--- config.mk ---
export PLATFORM = sky130hd
export DESIGN_NAME = seq_mul_dispatch
export DESIGN_NICKNAME = d
export VERILOG_FILES = /design/src/rtl/seq_mul_dispatch.sv
export SDC_FILE = /design/constraint.sdc
export NUM_CORES = 1
export LEC_CHECK = 0
export ABC_AREA = 1
export CAP_MARGIN = 20
export CORE_ASPECT_RATIO = 1.1
export CORE_MARGIN = 3
export CORE_UTILIZATION = 53
export DETAILED_ROUTE_END_ITERATION = 16
export PLACE_DENSITY = 0.91
export SYNTH_ARGS = -nofsm -noshare
export SYNTH_HDL_FRONTEND = slang
export SYNTH_SLANG_ARGS = --single-unit
--- constraint.sdc ---
create_clock -name clock -period 6.25 [get_ports clock]
set_clock_uncertainty 0.1 [all_clocks]
set_input_delay 1.5625 -clock clock [delete_from_list [all_inputs] [get_ports clock]]
set_output_delay 1.5625 -clock clock [all_outputs]
set_load 0.05 [all_outputs]
--- src/rtl/seq_mul_dispatch.sv ---
// seq_mul_dispatch: job dispatcher and result collector for a sequential
// shift-add multiplier.
//   in_*       valid/ready operand intake into a DEPTH-entry FIFO
//   mul_*      launch/hold interface to the multiplier (start low = idle)
//   out_*      one-entry result register with valid/ready, out_err on timeout
//   fifo_count queued entries; busy = FSM not idle
module seq_mul_dispatch #(
    parameter int unsigned N       = 32,
    parameter int unsigned DEPTH   = 4,
    parameter int unsigned TIMEOUT = 72
) (
    input  logic                     clock,
    input  logic                     reset,
    input  logic                     in_valid,
    output logic                     in_ready,
    input  logic [N-1:0]             in_mcand,
    input  logic [N-1:0]             in_mlier,
    output logic                     out_valid,
    input  logic                     out_ready,
    output logic [2*N-1:0]           out_prod,
    output logic                     out_err,
    output logic                     mul_start,
    output logic [N-1:0]             mul_mcand,
    output logic [N-1:0]             mul_mlier,
    input  logic                     mul_valid,
    input  logic [2*N:0]             mul_prod,
    output logic [$clog2(DEPTH):0]   fifo_count,
    output logic                     busy
);

    localparam int unsigned AW = $clog2(DEPTH);
    localparam int unsigned CW = AW + 1;
    localparam int unsigned TW = $clog2(TIMEOUT);

    typedef enum logic [1:0] {
        IDLE  = 2'd0,
        RUN   = 2'd1,
        DRAIN = 2'd2
    } state_e;

    state_e            state_q, state_d;
    logic [2*N-1:0]    mem_q [DEPTH];
    logic [AW-1:0]     wr_ptr_q, wr_ptr_d, rd_ptr_q, rd_ptr_d;
    logic [CW-1:0]     count_q, count_d;
    logic              in_ready_q, in_ready_d;
    logic              busy_q, busy_d;
    logic [TW-1:0]     timer_q, timer_d;
    logic              start_q, start_d;
    logic [N-1:0]      mcand_q, mcand_d, mlier_q, mlier_d;
    logic              out_valid_q, out_valid_d;
    logic [2*N-1:0]    out_prod_q, out_prod_d;
    logic              out_err_q, out_err_d;
    logic              push, pop, slot_free;

    // Carry bit of the multiplier is always 0 for N-bit operands.
    logic              unused_carry;
    assign unused_carry = mul_prod[2*N];

    // Rejected while full even if a pop lands the same cycle.
    assign push      = in_valid && in_ready_q;
    assign slot_free = !out_valid_q || out_ready;

    // Next-state for FSM, multiplier drive, output slot and FIFO bookkeeping.
    always_comb begin
        state_d     = state_q;
        timer_d     = timer_q;
        start_d     = start_q;
        mcand_d     = mcand_q;
        mlier_d     = mlier_q;
        out_valid_d = out_valid_q;
        out_prod_d  = out_prod_q;
        out_err_d   = out_err_q;
        pop         = 1'b0;

        if (out_valid_q && out_ready) begin
            out_valid_d = 1'b0;
        end

        case (state_q)
            IDLE: begin
                start_d = 1'b0;
                if (count_q != '0 && !out_valid_q) begin
                    pop     = 1'b1;
                    mcand_d = mem_q[rd_ptr_q][2*N-1:N];
                    mlier_d = mem_q[rd_ptr_q][N-1:0];
                    start_d = 1'b1;
                    timer_d = '0;
                    state_d = RUN;
                end
            end
            RUN: begin
                // Completion beats timeout; both wait for a free output slot.
                if (mul_valid || timer_q == TW'(TIMEOUT - 1)) begin
                    if (slot_free) begin
                        out_valid_d = 1'b1;
                        out_err_d   = !mul_valid;
                        out_prod_d  = mul_valid ? mul_prod[2*N-1:0] : '0;
                        start_d     = 1'b0;
                        state_d     = DRAIN;
                    end
                end else begin
                    timer_d = timer_q + TW'(1);
                end
            end
            DRAIN: begin
                // One cycle of start low lets the multiplier clear its valid.
                start_d = 1'b0;
                state_d = IDLE;
            end
            default: begin
                start_d = 1'b0;
                state_d = IDLE;
            end
        endcase

        wr_ptr_d = push ? wr_ptr_q + AW'(1) : wr_ptr_q;
        rd_ptr_d = pop  ? rd_ptr_q + AW'(1) : rd_ptr_q;
        case ({push, pop})
            2'b10:   count_d = count_q + CW'(1);
            2'b01:   count_d = count_q - CW'(1);
            default: count_d = count_q;
        endcase
        in_ready_d = (count_d != CW'(DEPTH));
        busy_d     = (state_d != IDLE);
    end

    // State and output registers.
    always_ff @(posedge clock or posedge reset) begin
        if (reset) begin
            state_q     <= IDLE;
            wr_ptr_q    <= '0;
            rd_ptr_q    <= '0;
            count_q     <= '0;
            in_ready_q  <= 1'b1;
            busy_q      <= 1'b0;
            timer_q     <= '0;
            start_q     <= 1'b0;
            mcand_q     <= '0;
            mlier_q     <= '0;
            out_valid_q <= 1'b0;
            out_prod_q  <= '0;
            out_err_q   <= 1'b0;
        end else begin
            state_q     <= state_d;
            wr_ptr_q    <= wr_ptr_d;
            rd_ptr_q    <= rd_ptr_d;
            count_q     <= count_d;
            in_ready_q  <= in_ready_d;
            busy_q      <= busy_d;
            timer_q     <= timer_d;
            start_q     <= start_d;
            mcand_q     <= mcand_d;
            mlier_q     <= mlier_d;
            out_valid_q <= out_valid_d;
            out_prod_q  <= out_prod_d;
            out_err_q   <= out_err_d;
        end
    end

    // FIFO storage; contents are don't-care until written.
    always_ff @(posedge clock) begin
        if (push) begin
            mem_q[wr_ptr_q] <= {in_mcand, in_mlier};
        end
    end

    assign in_ready   = in_ready_q;
    assign busy       = busy_q;
    assign fifo_count = count_q;
    assign mul_start  = start_q;
    assign mul_mcand  = mcand_q;
    assign mul_mlier  = mlier_q;
    assign out_valid  = out_valid_q;
    assign out_prod   = out_prod_q;
    assign out_err    = out_err_q;

endmodule

---- Word-level counts from Yosys, hierarchy flattened ----
Memories as Yosys holds them, arrays and structs flattened. A register that Yosys moved wholly into a read port is not among the register bits.
Cells that the tools add are included.
cells by class
  add/sub/neg operators ................... 5
  eq/ne operators ......................... 9
  muxes and demuxes ....................... 20
  reductions and logical operators ........ 15
operators by type and width
  operator                                                               count
  64-bit two-way mux                                                     1
  7-bit two-way mux                                                      2
  7-bit case mux with 2 select lines                                     1
  1-bit two-way mux                                                      10
  2-bit != test, second input constant                                   4
  7-bit by 1-bit adder with 7-bit output, second input constant          1
  7-bit equality test, second input constant                             1
  2-bit two-way mux                                                      3
  3-bit case mux with 2 select lines                                     1
  3-bit AND reduction                                                    2
  2-bit by 1-bit adder with 2-bit output, second input constant          2
  2-bit by 1-bit equality test with 1-bit output, second input constant  2
  2-bit case mux with 2 select lines                                     1
  2-bit AND reduction                                                    2
  2-bit nonzero test                                                     2
  3-bit by 1-bit adder with 3-bit output, second input constant          1
  1-bit logical AND                                                      3
  3-bit != test, second input constant                                   1
  3-bit nonzero test                                                     1
  3-bit by 1-bit subtractor with 3-bit output, second input constant     1
  2-bit equality test, second input constant                             1
  1-bit zero test                                                        2
  2-bit zero test                                                        1
  1-bit logical OR                                                       2
  1-bit case mux with 2 select lines                                     1
word-level totals
  bits in registers ....................... 85
  bits in writable memories ............... 256
  bits of input ports ..................... 134
  output and inout port bits .............. 136
  word-level logic and storage cells ...... 61
  memories ................................ 1
memory list
  name   depth  bits a word  rd ports  clocked after memory_dff  wr ports  RTL line  RTL
  mem_q  4      64           1         1                         1         42        logic [2*N-1:0] mem_q [DEPTH];

---- Logic depth before layout (Yosys ltp) ----
  depth in word-level cells ............... 7
  depth in mapped cells ................... 12
  gate-level depth less buffers ........... 11

---- Least setup slack after synthesis ----
Ideal clock, no wire load.
  path kind ............................... input to register
  from .................................... input port in_valid
  to ...................................... memory mem_q[0][0] (netlist bit) (enable)
  setup time .............................. 0.487 ns
  arrival time ............................ 4.429 ns
  required time ........................... 5.663 ns
  setup slack ............................. 1.234 ns
  cell stages on the path ................. 2
  path buffers ............................ 0
  cell sequence ........................... nand2_1 nor2_1
on the way
  cells in the longest elaborated chain, start to end .. 3
RTL lines
  item                                     RTL line  RTL
  from (decl)                              14        input logic in_valid,
  1-bit logical AND                        60        assign push = in_valid && in_ready_q;
  1-bit two-way mux                        162       if (push) begin
  1-bit two-way mux (not written as such)  163       mem_q[wr_ptr_q] <= {in_mcand, in_mlier};
  to (decl)                                42
Every way passes these cells.

---- Worst setup path after layout ----
  from .................................... input port in_valid
  to ...................................... memory mem_q[2][30] (netlist bit) (enable)
The elaborated chain is that of the path after synthesis.

==> impl_metrics.py <==
metrics = {
    "yosys": {
        "synth_top_area_frac": 0.488,
        "synth.yosys.seq_area_share": 0.725,
        "synth_area_um2": 15700,
        "synth-warning-count": 0,
        "synth_largest_area_cell": "sky130_fd_sc_hd__edfxtp_1",
        "post_synth_main_area_contributors": "sky130_fd_sc_hd__edfxtp_1 (49%), sky130_fd_sc_hd__dfrtp_1 (24%), sky130_fd_sc_hd__nand2_1 (8.4%)",
        "mappedNetlistNets": 1517,
        "synthesis.area_per_instance_um2": 11.4,
        "synthesis.instances": 1376,
        "ys_seq_elements": 405,
        "netlist-cell-type-count": 28,
    },
    "drt": {
        "drt-pass1-iter-count": 6,
        "vias": 11100,
        "drcViolationCount": 0,
        "viasPerCell": 5.52,
        "wl_um": 37900,
        "antenna_left": 0,
        "avgRoutedWirePerCell_um": 18.8,
        "iteration_0_drc_markers": 985,
    },
    "worst_setup_path": {
        "worst-path-max-fanout": 37,
        "cp.arrival_ns": 3.62,
        "cp-start-kind": "input port",
        "critPathKind": "in -> reg",
        "startpoint": "in_valid",
        "critPathCaptureType": "flip-flop",
        "crit_required_ns": 6.34,
        "regToRegStartpoint": "state_q[1]$_DFF_PP0_",
    },
    "cells_and_area": {
        "n_fill_cell": 1914,
        "antennaDiodeCount": 0,
        "multi_input_gate_area_in_the_final_layout_um2": 3840,
        "final_core_util": 0.692,
        "flow.area_growth_from_synthesis_pct": 27.2,
        "final_nets": 1758,
        "sequential_cell_area_um2": 11400,
        "layout-drive-gt1-share": 0.0601,
    },
    "floorplanning": {
        "die_y_um": 187,
        "design.core.area_um2": 29000,
        "initial_utilization": 0.544,
        "std_cell_rows": 65,
        "die_area_um2": 31800,
        "dieWidth_um": 170,
        "number_of_primary_i_o_pins": 270,
    },
    "clock_network": {
        "post_cts_hold_buffer_count": 0,
        "cts_inserted_buffers": 39,
        "clock_tree_from_tritoncts": "built",
        "cts_resized": 0,
        "cts_buffer_depth": 3,
        "clock_sink_total": 405,
        "htree_levels": 2,
        "post-cts-setup-buffers": 0,
        "master_cell_of_the_clock_root_buffer": "sky130_fd_sc_hd__clkbuf_16",
        "clock_latency_ns": 0.51,
        "clkTransAtPathRegs_ns": 0.06,
    },
    "timing": {
        "final_hold_viol_count": 0,
        "timing_max_transition_violations_final": 0,
        "grt_setup_unrepaired": "no",
        "finalCriticalPeriod_ns": 3.53,
        "fmax_mhz": 283,
        "fin_tns_setup_ns": 0,
        "final-setup-viol-count": 0,
        "final_min_period_over_clock_period": 0.565,
        "worst-slew-pin-transition_ns": 1.04,
        "headroom_to_the_max_slew_limit": 0.305,
    },
    "placement": {
        "dp.final_hpwl_um": 23400,
        "weighted_congestion_at_the_end_of_routability_driven_global_placement": 0.781,
        "port_buffers": 268,
    },
    "power_and_ir_drop": {
        "cellLeakagePower_nw": 7.99,
        "power_per_cell_area_nw_per_um2": 563,
        "peakVddDrop_mv": 0.416,
    },
    "grt": {
        "maximum_number_of_pins_on_one_net_before_global_route_repair": 103,
        "grt_pass1_vias": 11300,
        "globalRouteTotalUtil": 0.234,
        "global_route.overflow_total": 0,
        "antenna_found_initial": 1,
        "global_route_wire_length_before_repair_um": 59200,
    },
    "hold_path": {
        "min_delay_startpoint": "out_prod[23]$_DFFE_PP0P_",
        "worst_min_delay_path_class": "reg -> reg",
    },
    "job": {
        "max_cap_viol_count": 0,
    },
    "status": {
        "outcome": "finished, final reports clean",
    },
}
-- Yosys cell counts --
cell / count
sky130_fd_sc_hd__a21oi_1: 2
sky130_fd_sc_hd__buf_1: 2
sky130_fd_sc_hd__buf_2: 33
sky130_fd_sc_hd__buf_4: 3
sky130_fd_sc_hd__buf_6: 8
sky130_fd_sc_hd__clkbuf_1: 39
sky130_fd_sc_hd__dfrtp_1: 148
sky130_fd_sc_hd__dfstp_2: 1
sky130_fd_sc_hd__edfxtp_1: 256
sky130_fd_sc_hd__fa_1: 1
sky130_fd_sc_hd__ha_1: 6
sky130_fd_sc_hd__inv_1: 21
sky130_fd_sc_hd__inv_2: 4
sky130_fd_sc_hd__nand2_1: 351
sky130_fd_sc_hd__nand2_2: 2
sky130_fd_sc_hd__nand3_1: 13
sky130_fd_sc_hd__nand3_2: 3
sky130_fd_sc_hd__nand4_1: 65
sky130_fd_sc_hd__nor2_1: 212
sky130_fd_sc_hd__nor2_2: 1
sky130_fd_sc_hd__nor2_4: 1
sky130_fd_sc_hd__nor3_1: 1
sky130_fd_sc_hd__nor3b_1: 1
sky130_fd_sc_hd__o21ai_0: 163
sky130_fd_sc_hd__o21ai_1: 33
sky130_fd_sc_hd__o21bai_1: 1
sky130_fd_sc_hd__xnor2_1: 1
sky130_fd_sc_hd__xor2_1: 4
-- final timing paths --
| path | to | slack [ns] | depth (start not counted) |
|---|---|---|---|
| min in group asynchronous | mul_mcand[23]$_DFFE_PP0P_ | 1.37 | 2 |
| max in group asynchronous | in_ready$_DFF_PP1_ | 3.74 | 3 |
| worst max register to register | in_ready$_DFF_PP1_ | 2.98 | 11 |
| worst max-delay path | mem_q[2][30]$_DFFE_PP_ | 2.72 | 4 |
| worst min-delay path | out_prod[23]$_DFFE_PP0P_ | 0.37 | 2 |
| worst min register to register | out_prod[23]$_DFFE_PP0P_ | 0.37 | 2 |
-- flip-flops by register name, summed over array words and instances, names as in the netlist --
name and flops:
busy 1, fifo_count 3, in_ready 1, mem_q 256, mul_mcand 32, mul_mlier 32, mul_start 1, out_err 1
out_prod 64, out_valid 1, rd_ptr_q 2, state_q 2, timer_q 7, wr_ptr_q 2
-- cells by family after synthesis --
group,Yosys count,share of synthesized area
AOI/OAI and AO/OA,199,0.0634
buffers and inverters,110,0.0334
DFF,405,0.725
and+or+nand+nor,650,0.169
adders and majority gates,7,0.00604
xor gates and xnor gates,5,0.00278
-- worst max-delay path, cell delays in order --
cell and delay [ns]:
sky130_fd_sc_hd__clkdlybuf4s50_1 0.46, sky130_fd_sc_hd__nand2_1 0.32, sky130_fd_sc_hd__nor2_4 0.92, sky130_fd_sc_hd__buf_12 0.34
-- per-stage QoR --
stage	cell area, um^2	instances	hold WS [ns]	setup slack (ns)	power (mW)
5_1_grt	20000	2016	0.387	2.60	11.9
3_3_place_gp	18600	1942	0.352	2.22	8.67
4_1_cts	20000	2015	0.372	2.33	11.3
2_1_floorplan	15700	1376	0.398	0.581	7.29
6_report	20000	2016	0.370	2.72	11.3
3_5_place_dp	18700	1943	0.357	2.18	8.89
-- cells in the final DEF (no fill, tap or decap), types with 5 or more instances in the layout --
master / n
sky130_fd_sc_hd__buf_4: 13
sky130_fd_sc_hd__nor2_4: 5
sky130_fd_sc_hd__nand2_1: 351
sky130_fd_sc_hd__nand3_1: 12
sky130_fd_sc_hd__dfrtp_1: 146
sky130_fd_sc_hd__o21ai_0: 163
sky130_fd_sc_hd__clkbuf_1: 11
sky130_fd_sc_hd__nand4_1: 65
sky130_fd_sc_hd__edfxtp_1: 256
sky130_fd_sc_hd__clkbuf_8: 6
sky130_fd_sc_hd__clkdlybuf4s50_1: 267
sky130_fd_sc_hd__clkbuf_16: 40
sky130_fd_sc_hd__ha_1: 6
sky130_fd_sc_hd__inv_1: 19
sky130_fd_sc_hd__o21ai_1: 33
sky130_fd_sc_hd__nor2_1: 208
-- layer usage --
layer  GRT usage  share of wire
met4      0.0874          0.032
met1       0.286           0.38
met5           0        0.00034
met2       0.407           0.50
met3      0.0517          0.079
-- cell type report --
class	count	area share
clock buffers	57	0.0562
clock inverters	15	0.0102
inverters	25	0.00500
multi-input cells	861	0.192
flip-flops and latches	405	0.571
well taps	368	0.0230
repair buffers	285	0.143
-- where the power goes --
group / switching (mW) / internal, mW
clock network: 0.958 / 1.43
logic: 3.40 / 1.43
registers: 0.403 / 3.65
total: 4.76 / 6.51
Note: power is estimated with default switching activity, not from simulation.
